**src/rtl/hls_channel_pkg.sv**
```systemverilog
// Shared definitions for the HLS kernel channel FIFO and the kernel wrappers that connect to it.
package hls_channel_pkg;

  localparam int unsigned DEFAULT_WIDTH = 32;
  localparam int unsigned DEFAULT_DEPTH = 16;

  // Bits needed to encode values 0..value-1; at least 1 so a DEPTH of 1 still has a valid index.
  function automatic int unsigned clog2(input int unsigned value);
    int unsigned r;
    r = 0;
    while ((64'(1) << r) < 64'(value)) begin
      r = r + 1;
    end
    return (r == 0) ? 1 : r;
  endfunction

  // One direction of a kernel channel as seen by a kernel wrapper.
  typedef struct packed {
    logic [DEFAULT_WIDTH-1:0] data;
    logic                     valid;
    logic                     ready;
    logic                     rst;
  } channel_bus_t;

endpackage

```
**src/rtl/channel_ram.sv**
```systemverilog
// WIDTH x DEPTH register file: one synchronous write port, one asynchronous read port.
module channel_ram
  import hls_channel_pkg::*;
#(
  parameter int unsigned WIDTH = DEFAULT_WIDTH,
  parameter int unsigned DEPTH = DEFAULT_DEPTH,
  parameter int unsigned AW    = clog2(DEPTH)
) (
  input  logic             clk,
  input  logic             we_i,
  input  logic [AW-1:0]    waddr_i,
  input  logic [WIDTH-1:0] wdata_i,
  input  logic [AW-1:0]    raddr_i,
  output logic [WIDTH-1:0] rdata_o
);

  logic [WIDTH-1:0] mem_q [DEPTH];

  // Storage is deliberately not reset; the FIFO only exposes words it has written.
  always_ff @(posedge clk) begin
    if (we_i) begin
      mem_q[waddr_i] <= wdata_i;
    end
  end

  assign rdata_o = mem_q[raddr_i];

endmodule

```
**src/rtl/hls_channel_fifo.sv**
```systemverilog
// Responder end of an HLS kernel channel: circular-buffer FIFO with registered pop data
// and ready flags decoded from the registered occupancy.
module hls_channel_fifo
  import hls_channel_pkg::*;
#(
  parameter int unsigned WIDTH = DEFAULT_WIDTH,
  parameter int unsigned DEPTH = DEFAULT_DEPTH
) (
  input  logic                        clk,
  input  logic                        rst,
  input  logic                        soft_rst,
  input  logic [WIDTH-1:0]            in_data,
  input  logic                        write_valid,
  output logic                        write_ready,
  input  logic                        read_valid,
  output logic                        read_ready,
  output logic [WIDTH-1:0]            out_data,
  output logic [clog2(DEPTH+1)-1:0]   count
);

  localparam int unsigned AW = clog2(DEPTH);
  localparam int unsigned CW = clog2(DEPTH + 1);

  logic [AW-1:0]    wp_q, wp_d;
  logic [AW-1:0]    rp_q, rp_d;
  logic [CW-1:0]    cnt_q, cnt_d;
  logic [WIDTH-1:0] out_q, out_d;
  logic [WIDTH-1:0] ram_rdata;
  logic             ram_we;
  logic             wr, rd;

  // Pointers wrap explicitly so DEPTH need not be a power of two.
  function automatic logic [AW-1:0] ptr_inc(input logic [AW-1:0] p);
    return (p == AW'(DEPTH - 1)) ? '0 : p + AW'(1);
  endfunction

  assign write_ready = (cnt_q != CW'(DEPTH));
  assign read_ready  = (cnt_q != '0);
  assign out_data    = out_q;
  assign count       = cnt_q;

  channel_ram #(
    .WIDTH (WIDTH),
    .DEPTH (DEPTH),
    .AW    (AW)
  ) u_ram (
    .clk     (clk),
    .we_i    (ram_we),
    .waddr_i (wp_q),
    .wdata_i (in_data),
    .raddr_i (rp_q),
    .rdata_o (ram_rdata)
  );

  // Next-state: flush wins over both ports; acceptance uses the registered flags only.
  always_comb begin
    wp_d   = wp_q;
    rp_d   = rp_q;
    cnt_d  = cnt_q;
    out_d  = out_q;
    ram_we = 1'b0;
    wr     = write_valid & write_ready;
    rd     = read_valid & read_ready;
    if (soft_rst) begin
      wp_d  = '0;
      rp_d  = '0;
      cnt_d = '0;
      out_d = '0;
    end else begin
      if (wr) begin
        ram_we = 1'b1;
        wp_d   = ptr_inc(wp_q);
      end
      if (rd) begin
        out_d = ram_rdata;
        rp_d  = ptr_inc(rp_q);
      end
      if (wr && !rd) begin
        cnt_d = cnt_q + CW'(1);
      end else if (rd && !wr) begin
        cnt_d = cnt_q - CW'(1);
      end
    end
  end

  always_ff @(posedge clk or negedge rst) begin
    if (!rst) begin
      wp_q  <= '0;
      rp_q  <= '0;
      cnt_q <= '0;
      out_q <= '0;
    end else begin
      wp_q  <= wp_d;
      rp_q  <= rp_d;
      cnt_q <= cnt_d;
      out_q <= out_d;
    end
  end

endmodule

```
**config.mk**
```make
export PLATFORM = sky130hd
export DESIGN_NAME = hls_channel_fifo
export DESIGN_NICKNAME = d
export VERILOG_FILES = /design/src/rtl/hls_channel_pkg.sv /design/src/rtl/channel_ram.sv /design/src/rtl/hls_channel_fifo.sv
export SDC_FILE = /design/constraint.sdc
export NUM_CORES = 1
export LEC_CHECK = 0
export CAP_MARGIN = 20
export CORE_MARGIN = 8
export CORE_UTILIZATION = 65
export DETAILED_ROUTE_END_ITERATION = 10
export PLACE_DENSITY = 0.84
export SLEW_MARGIN = 25
export SYNTH_ARGS = -nofsm -noshare
export SYNTH_HDL_FRONTEND = slang
export SYNTH_SLANG_ARGS = --single-unit
```
**constraint.sdc**
```tcl
create_clock -name clk -period 6.21 [get_ports clk]
set_clock_uncertainty 0.1 [all_clocks]
set_input_delay 1.5525 -clock clk [delete_from_list [all_inputs] [get_ports clk]]
set_output_delay 1.5525 -clock clk [all_outputs]
set_load 0.005 [all_outputs]
```
# ---- Word-level counts from Yosys, hierarchy flattened
# Memory sizes are Yosys's and may differ from the RTL's.
# Cells that the tools add are included.
dict set report classes {
  add_sub_neg 4
  n_eq_ne 3
  n_mux 15
  bitwise 2
  reduce_logical 8
}
# op count
set ops {}
lappend ops {{$mux W32} 2}
lappend ops {{$mux W4} 6}
lappend ops {{$mux W5} 3}
lappend ops {{$add A4 B1 Y4 const B} 2}
lappend ops {{$eq A4 B4 Y1 const B} 2}
lappend ops {{$add A5 B1 Y5 const B} 1}
lappend ops {{$ne A5 B5 Y1 const B} 1}
lappend ops {{$reduce_bool A5 Y1} 1}
lappend ops {{$sub A5 B1 Y5 const B} 1}
lappend ops {{$mux W1} 4}
lappend ops {{$reduce_bool A2 Y1} 2}
lappend ops {{$reduce_bool A3 Y1} 1}
lappend ops {{$and A1 B1 Y1} 2}
lappend ops {{$logic_and A1 B1 Y1} 2}
lappend ops {{$logic_not A1 Y1} 2}
dict set report totals {
  reg_bits 45
  ram_bits 512
  inputBits 37
  output_inout_bits 39
  word_cells 37
  mem_count 1
}
# memory words width rd rd_ports_with_merged_regs write_ports line
set memory_table {}
lappend memory_table {u_ram.mem_q 16 32 1 0 1 channel_ram.sv:17} ;# logic [WIDTH-1:0] mem_q [DEPTH];

# ---- Depth between registers and ports, before layout
# Gate-level depths: netlist of run 1.
dict set report depth {
  depth_word 7
  depth_mapped 10
  ltp_nobuf 9
}

# ---- Hierarchy
# Synthesis of run 1 repeated with hierarchy kept, for this count alone.
dict set report unflattened {
  hier_cells 1038
  hier_area_um2 21389.3
}
# mod n_inst cells_each area_per_inst_um2 seq_area_each_um2
set by_module_without_submodules {}
lappend by_module_without_submodules {channel_ram 1 806 19213.4 15374.7}
lappend by_module_without_submodules {hls_channel_fifo 1 232 2175.8 1126.1}

# ---- Worst setup path before layout of run 1
# Ideal clock, no wire load.
dict set report synth_timing {
  path_type {input-to-reg}
  startpoint {input port write_valid}
  endpoint {memory u_ram.mem_q[3][0] (netlist bit), enable pin}
  setup_time_ps 461
  arrival_time_ps 4507
  required_time_ps 5649
  path_slack_ps 1142
  path_stages 5
  path_buffers 1
  cell_sequence {a21boi_1 buf_2 nor2b_1 nand2_1 nor3_1}
}
dict set report synth_between {
  elab_chain_cells 5
}
# item line
set synth_lines {}
lappend synth_lines {{from (decl)} hls_channel_fifo.sv:13} ;# input logic write_valid,
lappend synth_lines {{$and A1 B1 Y1} hls_channel_fifo.sv:62} ;# wr = write_valid & write_ready;
lappend synth_lines {{$mux W1} hls_channel_fifo.sv:70} ;# if (wr) begin
lappend synth_lines {{$mux W1} hls_channel_fifo.sv:64} ;# if (soft_rst) begin
lappend synth_lines {{$mux W1} channel_ram.sv:21} ;# if (we_i) begin
lappend synth_lines {{$mux W1 (not written as such)} channel_ram.sv:22} ;# mem_q[waddr_i] <= wdata_i;
lappend synth_lines {{to (decl)} channel_ram.sv:17}
# No other way between the ends.

# ---- Final worst setup path of run 1
dict set report layout_timing {
  startpoint {input port soft_rst}
  endpoint {memory u_ram.mem_q[4][0] (netlist bit), enable pin}
}
dict set report layout_between {
  elab_chain_cells 3
}
# item line
set layout_lines {}
lappend layout_lines {{from (decl)} hls_channel_fifo.sv:11} ;# input logic soft_rst,
lappend layout_lines {{$mux W1} hls_channel_fifo.sv:64}
lappend layout_lines {{$mux W1} channel_ram.sv:21}
lappend layout_lines {{$mux W1 (not written as such)} channel_ram.sv:22}
# No other way between the ends.

==> qor.csv, run 1 <==
stage,metric,value,unit
status,status,"complete, no violations",
timing,slew_violations,0,
yosys,synth_top_area_frac,0.7199,
yosys,ys_top_cells_by_area,"edfxtp_1 (72%), mux4_2 (13%), dfrtp_1 (5.3%)",
global_routing,grt_max_degree,77,
cells_and_area,syn_to_final_growth,15.54,%
yosys,ys_warn_count,0,
setup_path,path_class,input pin to flop,
yosys,syn_inst,961,
cells_and_area,fillers,1599,
yosys,syn_avg_cell_area,22.22,sq um
place,post-dp-hpwl,26280,microns
detailed_routing,route.detailed.drc,0,
place,dp.cells,1449,
yosys,yosysUniqueCellTypes,43,
floorplanning,die_x,197.3,microns
worst_hold_path,min_path_type,flop to flop,
timing,clock.fmax,244.7,MHz
floorplanning,rows,66,
cells_and_area,finish.net_count,1115,
cells_and_area,drive_gt1_frac,0.2617,
clock_network,cts_resized,0,
detailed_routing,num_vias,10740,
floorplanning,dieArea,38910,sq um
global_routing,grt.overflow.total,0,
clock_network,postCtsSetupBuffers,0,
floorplanning,coreArea,32450,sq um
clock_network,path_clk_slew,0.06,ns
yosys,synth_top_area_cell,edfxtp_1,
detailed_routing,viasPerCell,6.912,
clock_network,cts_buffer_depth,3,
clock_network,cts_tree,done,
power_and_ir_drop,peakVddDrop,0.2769,mV
timing,rsz0062_at_grt,no,
detailed_routing,wl_per_cell,32.88,microns
yosys,syn-num-nets,1008,
setup_path,cp_slowest_cell,nor2_4,
floorplanning,initial_core_util,0.6581,
yosys,seq_area_frac_synth,0.7726,
setup_path,crit_family,simple AND/OR/NAND/NOR gates,
yosys,syn_area,21360,sq um
detailed_routing,drtAntennaViolNets,0,
clock_network,cts_buffers,53,
clock_network,cts.sinks,557,
run,drv_cap,0,
clock_network,clk_latency,0.58,ns
yosys,yosys_register_bits,557,
global_routing,grtUsageTotal,0.2590,
detailed_routing,drt_pass1_iterations,5,
place,io_buffers,75,
yosys,synthFlopType,edfxtp_1,
setup_path,crit_buf_inv,1,
clock_network,cts-root-buf,clkbuf_16,
global_routing,grt_pass1_wl,73120,microns
timing,slew-limit-headroom,0.3112,
cells_and_area,stdcell_count,1554,
floorplanning,die_h,197.3,microns
timing,hold_viol,0,
place,routabilityCongestion,0.7733,
setup_path,reg2reg_slack,2.93,ns
setup_path,cp.required,6.30,ns
power_and_ir_drop,p_per_area,370.8,nW/um^2
yosys,yosysMostFrequentCell,edfxtp_1,
setup_path,crit_arrival,4.17,ns
setup_path,cpPeakStageDelay,0.90,ns
timing,period_needed,4.087,ns
setup_path,end_kind,flop,
setup_path,worstPathCellList,"clkdlybuf4s50_1, nor2b_1, nand2_1, nor2_4",
detailed_routing,drtIter0Drc,1369,
power_and_ir_drop,cellLeakagePower,0.007766,uW
floorplanning,boundaryPins,76,
global_routing,antenna_found_initial,0,
clock_network,hold_buffers,0,
yosys,synth_common_cells,"edfxtp_1 (512), mux4_2 (128), dfrtp_1 (45)",
timing,min_period_over_period,0.6581,
clock_network,htreeDepth,2,
cells_and_area,antennaDiodeCount,0,
setup_path,startpoint_type,input pin,
timing,tightestPinTransition,1.031,ns
yosys,synth_edf_count,512,
timing,setup_viol,0,
detailed_routing,wl,51090,microns
yosys,postSynth.asyncResetShare,0.08079,
setup_path,critPathMaxFanout,32,
global_routing,grt_pass1_vias,10990,
timing,setup_tns,0,ns
==> state kept, by name (all words and copies together) (netlist names) <==
| signal | cells |
|---|---|
| count | 5 |
| wp_q | 4 |
| rp_q | 4 |
| out_data | 32 |
| u_ram.mem_q | 512 |
==> path summary, 6_finish.rpt <==
check,start,end,cells after the start
max,soft_rst,u_ram.mem_q[4][0],4
min,out_data[22],out_data[22],2
max reg2reg,count[1],count[4],9
min reg2reg,out_data[22],out_data[22],2
max in group asynchronous,rst,rp_q[2],2
min in group asynchronous,rst,out_data[17],2
==> placed cells by master, fill, tap and decap left out, types with 6 or more instances in the layout <==
master,netlist,routed
a22oi_1,32,32
buf_12,0,6
buf_4,7,15
clkbuf_1,18,13
clkbuf_16,0,55
clkbuf_8,0,6
clkdlybuf4s50_1,0,74
clkinv_1,0,9
clkinv_2,0,9
dfrtp_1,45,42
edfxtp_1,512,512
ha_1,9,9
mux2_2,32,32
mux2i_1,34,34
mux4_2,128,128
nand2_1,15,15
nor2_1,24,12
nor2_4,0,13
nor3_2,1,6
o21ai_1,31,31
==> through the flow <==
| step | utilization | total power, uW | hold WS, ns | setup WS [ns] | area, sq um |
|---|---|---|---|---|---|
| floorplan | - | 5393 | 0.3908 | 1.142 | 21360 |
| global placement | 0.6980 | 5885 | 0.3881 | 1.696 | 22650 |
| detailed placement | 0.7014 | 5924 | 0.4058 | 1.673 | 22760 |
| CTS | 0.7555 | 9167 | 0.4198 | 2.120 | 24520 |
| global route | 0.7603 | 9428 | 0.4530 | 2.016 | 24670 |
| finish | 0.7603 | 9150 | 0.4077 | 2.123 | 24670 |
==> final cells by class <==
type                       count  area [sq um]  share of cell area
clock buffer                  74          1508             0.06110
clock inverter                25         245.2            0.009939
inverter                       2         7.507           0.0003042
multi-input combinational    351          4703              0.1906
sequential                   557         16510              0.6692
tap                          442         553.0             0.02241
timing repair buffer         103          1146             0.04645
==> cell families (layout without fill, tap and decap cells) <==
family          Yosys count  count (layout)  synth area share
simple gates             61              61           0.01324
flops                   557             557            0.7726
buf+inv                  53             204           0.01277
compound gates           80              80           0.02455
xor+xnor                  6               6          0.002813
mux                     194             194            0.1678
fa+ha+maj                10              10          0.006210
==> layer usage <==
| metal | part of all wire | global-route usage |
|---|---|---|
| met2 | 0.49 | 0.4195 |
| met5 | 0 | 0 |
| met3 | 0.12 | 0.05213 |
| met1 | 0.36 | 0.3567 |
| met4 | 0.029 | 0.08164 |
==> worst register-to-register path: cells and delay by family (launching register included) <==
family / cells / cell delay, ns
fa+ha+maj: 1 / 0.45
flops: 1 / 0.45
simple gates: 5 / 1.48
compound gates: 3 / 0.68
==> report_power, final <==
group          internal, uW  switching (uW)  total (uW)
Combinational           780             740        1520
Clock                  1900            1340        3240
Sequential             4230             161        4390
No activity file was read; power rests on OpenSTA's default activity.
==> run 2: changes to the inputs <==
--- a/config.mk
+++ b/config.mk
@@ -7,9 +7,9 @@
 export LEC_CHECK = 0
 export CAP_MARGIN = 20
 export CORE_MARGIN = 8
-export CORE_UTILIZATION = 65
+export CORE_UTILIZATION = 55
 export DETAILED_ROUTE_END_ITERATION = 10
-export PLACE_DENSITY = 0.84
+export PLACE_DENSITY = 0.76
 export SLEW_MARGIN = 25
 export SYNTH_ARGS = -nofsm -noshare
 export SYNTH_HDL_FRONTEND = slang
==> constraint.sdc (replaced) <==
create_clock -name clk -period 3.5 [get_ports clk]
set_clock_uncertainty 0.1 [all_clocks]
set_input_delay 0.875 -clock clk [delete_from_list [all_inputs] [get_ports clk]]
set_output_delay 0.875 -clock clk [all_outputs]
set_load 0.005 [all_outputs]
==> run 2 against run 1 <==
Worst setup slack worse by 1.8 ns. Worst hold slack worse by 0.19 ns. Design area is 1.3% higher. Register-to-register slack worse by 2.6 ns. Die area is 17% higher. Cell count is 5.2% higher. Critical endpoint is now count[4]. Highest routed layer unchanged.
==> qor.csv, run 2 (synthesis results as in run 1) <==
stage,metric,value,unit,change
status,status,"complete, no violations",,unchanged
floorplanning,initial_core_util,0.5552,,was 0.6581
detailed_routing,wl_per_cell,27.05,microns,was 32.88 microns
setup_path,critPathLaunch,count[1],,was soft_rst
floorplanning,die_x,213.1,microns,was 197.3 microns
power_and_ir_drop,internal_power,12550,uW,was 6906 uW
cells_and_area,syn_to_final_growth,16.99,%,was 15.54%
global_routing,grt.overflow.total,0,,unchanged
clock_network,hold_buffers,0,,unchanged
setup_path,end_kind,flop,,unchanged
timing,tightestPinTransition,0.7376,ns,was 1.031 ns
setup_path,r2r_cells,9,,unchanged
place,post-place-ws,0.1257,ns,was 1.673 ns
clock_network,cts_resized,0,,unchanged
setup_path,crit_arrival,3.53,ns,was 4.17 ns
timing,slew-limit-headroom,0.5067,,was 0.3112
clock_network,clk_latency,0.57,ns,was 0.58 ns
cells_and_area,antennaDiodeCount,0,,unchanged
cells_and_area,drive_gt1_frac,0.2722,,was 0.2617
setup_path,cp.required,3.88,ns,was 6.30 ns
floorplanning,rows,72,,was 66
place,post-dp-hpwl,26490,microns,was 26280 microns
timing,slew_violations,0,,unchanged
timing,clock.fmax,317.4,MHz,
detailed_routing,viasPerCell,6.199,,was 6.912
setup_path,timing.rr.end,count[4],,unchanged
clock_network,cts_buffer_depth,3,,unchanged
timing,setup_tns,0,ns,unchanged
cells_and_area,top_register,u_ram.mem_q,,unchanged
global_routing,grtUsageTotal,0.1987,,was 0.2590
global_routing,grt_max_degree,69,,was 77
detailed_routing,route.detailed.drc,0,,unchanged
detailed_routing,drt_pass1_iterations,5,,unchanged
cells_and_area,stdcell_count,1635,,was 1554
global_routing,grt_pass1_vias,10480,,was 10990
setup_path,reg2reg_slack,0.35,ns,was 2.93 ns
place,io_buffers,75,,unchanged
cells_and_area,fillers,2429,,was 1599
detailed_routing,num_vias,10140,,was 10740
cells_and_area,layout_common_cells,"edfxtp_1 (512), mux4_2 (128), clkdlybuf4s50_1 (74), clkbuf_16 (53), dfrtp_1 (42)",,"was edfxtp_1 (512), mux4_2 (128), clkdlybuf4s50_1 (74), clkbuf_16 (55), dfrtp_1 (42)"
clock_network,cts_tree,done,,unchanged
detailed_routing,wl,44230,microns,was 51090 microns
floorplanning,dieArea,45390,sq um,was 38910 sq um
worst_hold_path,min_path_type,input pin to async pin,,was flop to flop
clock_network,cts-root-buf,clkbuf_16,,unchanged
clock_network,htreeDepth,2,,unchanged
cells_and_area,finish.net_count,1124,,was 1115
timing,fin_ws,0.3491,ns,was 2.123 ns
setup_path,startpoint_type,flop,,was input pin
cells_and_area,largest_reg_flops,512,,unchanged
timing,rsz0062_at_grt,no,,unchanged
power_and_ir_drop,pwr-share-clk,0.362,,was 0.354
timing,hold_viol,0,,unchanged
timing,whs,0.2137,ns,was 0.4077 ns
timing,setup_viol,0,,unchanged
clock_network,cts.sinks,557,,unchanged
detailed_routing,dr_wl_met3,4114,microns,was 5903 microns
power_and_ir_drop,peakVddDrop,0.4413,mV,was 0.2769 mV
global_routing,grt_pass1_wl,66070,microns,was 73120 microns
timing,min_period_over_period,0.9003,,
detailed_routing,highest_layer,met4,,unchanged
clock_network,path_clk_slew,0.06,ns,about the same
global_routing,antenna_found_initial,0,,unchanged
power_and_ir_drop,share_comb_of_total_power,0.166,,about the same
timing,period_needed,3.151,ns,
power_and_ir_drop,p_per_area,656.8,nW/um^2,was 370.8 nW/um^2
place,dp.cells,1541,,was 1449
floorplanning,boundaryPins,76,,unchanged
setup_path,timing.rr.start,count[1],,unchanged
detailed_routing,wl_met1,18930,microns,was 18480 microns
power_and_ir_drop,cellLeakagePower,0.007824,uW,was 0.007766 uW
floorplanning,coreArea,38470,sq um,was 32450 sq um
setup_path,path_class,flop to flop,,was input pin to flop
floorplanning,die_h,213.1,microns,was 197.3 microns
power_and_ir_drop,switching_share,0.2355,,was 0.2452
clock_network,cts_buffers,52,,was 53
cells_and_area,layout_commonest_cell,edfxtp_1,,unchanged
detailed_routing,drtAntennaViolNets,0,,unchanged
detailed_routing,met2_length,20420,microns,was 25200 microns
run,drv_cap,0,,unchanged
power_and_ir_drop,p_switching,3864,uW,was 2244 uW
setup_path,critPathMaxFanout,9,,was 32
place,routabilityCongestion,0.7548,,was 0.7733
power_and_ir_drop,power.total,16410,uW,was 9150 uW
power_and_ir_drop,p_seq_frac,0.472,,was 0.480
clock_network,postCtsSetupBuffers,0,,unchanged
detailed_routing,drtIter0Drc,1132,,was 1369
## run 2: how the worst max path moves through the flow
stage | to | slack [ns] | depth (start not counted)
2_1_floorplan | u_ram.mem_q[15][0] | -0.03 | 5
3_3_place_gp | count[4] | 0.16 | 9
3_5_place_dp | u_ram.mem_q[0][12] | 0.13 | 7
4_1_cts | count[4] | 0.32 | 9
5_1_grt | count[4] | 0.17 | 9
6_report | count[4] | 0.35 | 9
## run 2: worst max-delay path: stages, from the launching register on
cell and delay (ns):
dfrtp_1 0.44, or4_4 0.58, o21ai_4 0.28, nand2_1 0.21, fa_1 0.44, a21o_1 0.19, a21o_1 0.17, or3_1 0.32
and3b_1 0.17, nor3_1 0.15
## run 2: metrics by stage
step	util	instance area, sq um
after global routing	0.6495	24990
after global placement	0.6022	23160
final	0.6495	24990
after floorplan	-	21380
after detailed placement	0.6022	23160
after CTS	0.6495	24990
## run 2: power groups by stage
stage | registers [uW] | clock network, uW | logic [uW]
4_1_cts | 7750 | 6020 | 2770
5_1_grt | 7770 | 6280 | 2930
3_3_place_gp | 7870 | 0 | 2680
6_report | 7740 | 5940 | 2730
3_5_place_dp | 7880 | 0 | 2730
2_1_floorplan | 7760 | 0 | 1810
## run 2: area by class of cell
| cell class | count | area [sq um] | area share |
|---|---|---|---|
| well taps | 518 | 648.1 | 0.02594 |
| clock inverters | 21 | 339.1 | 0.01357 |
| flip-flops and latches | 557 | 16510 | 0.6609 |
| inverters | 2 | 7.507 | 0.0003005 |
| multi-input cells | 351 | 4728 | 0.1892 |
| repair buffers | 113 | 1269 | 0.05078 |
| clock buffers | 73 | 1481 | 0.05929 |
## run 2: per-layer routing
layer  global-route usage  up-vias
met5                    0        -
met4              0.04712        0
met3              0.04154       59
met2               0.2969      478
met1               0.3008     5352
li1                     -     4247
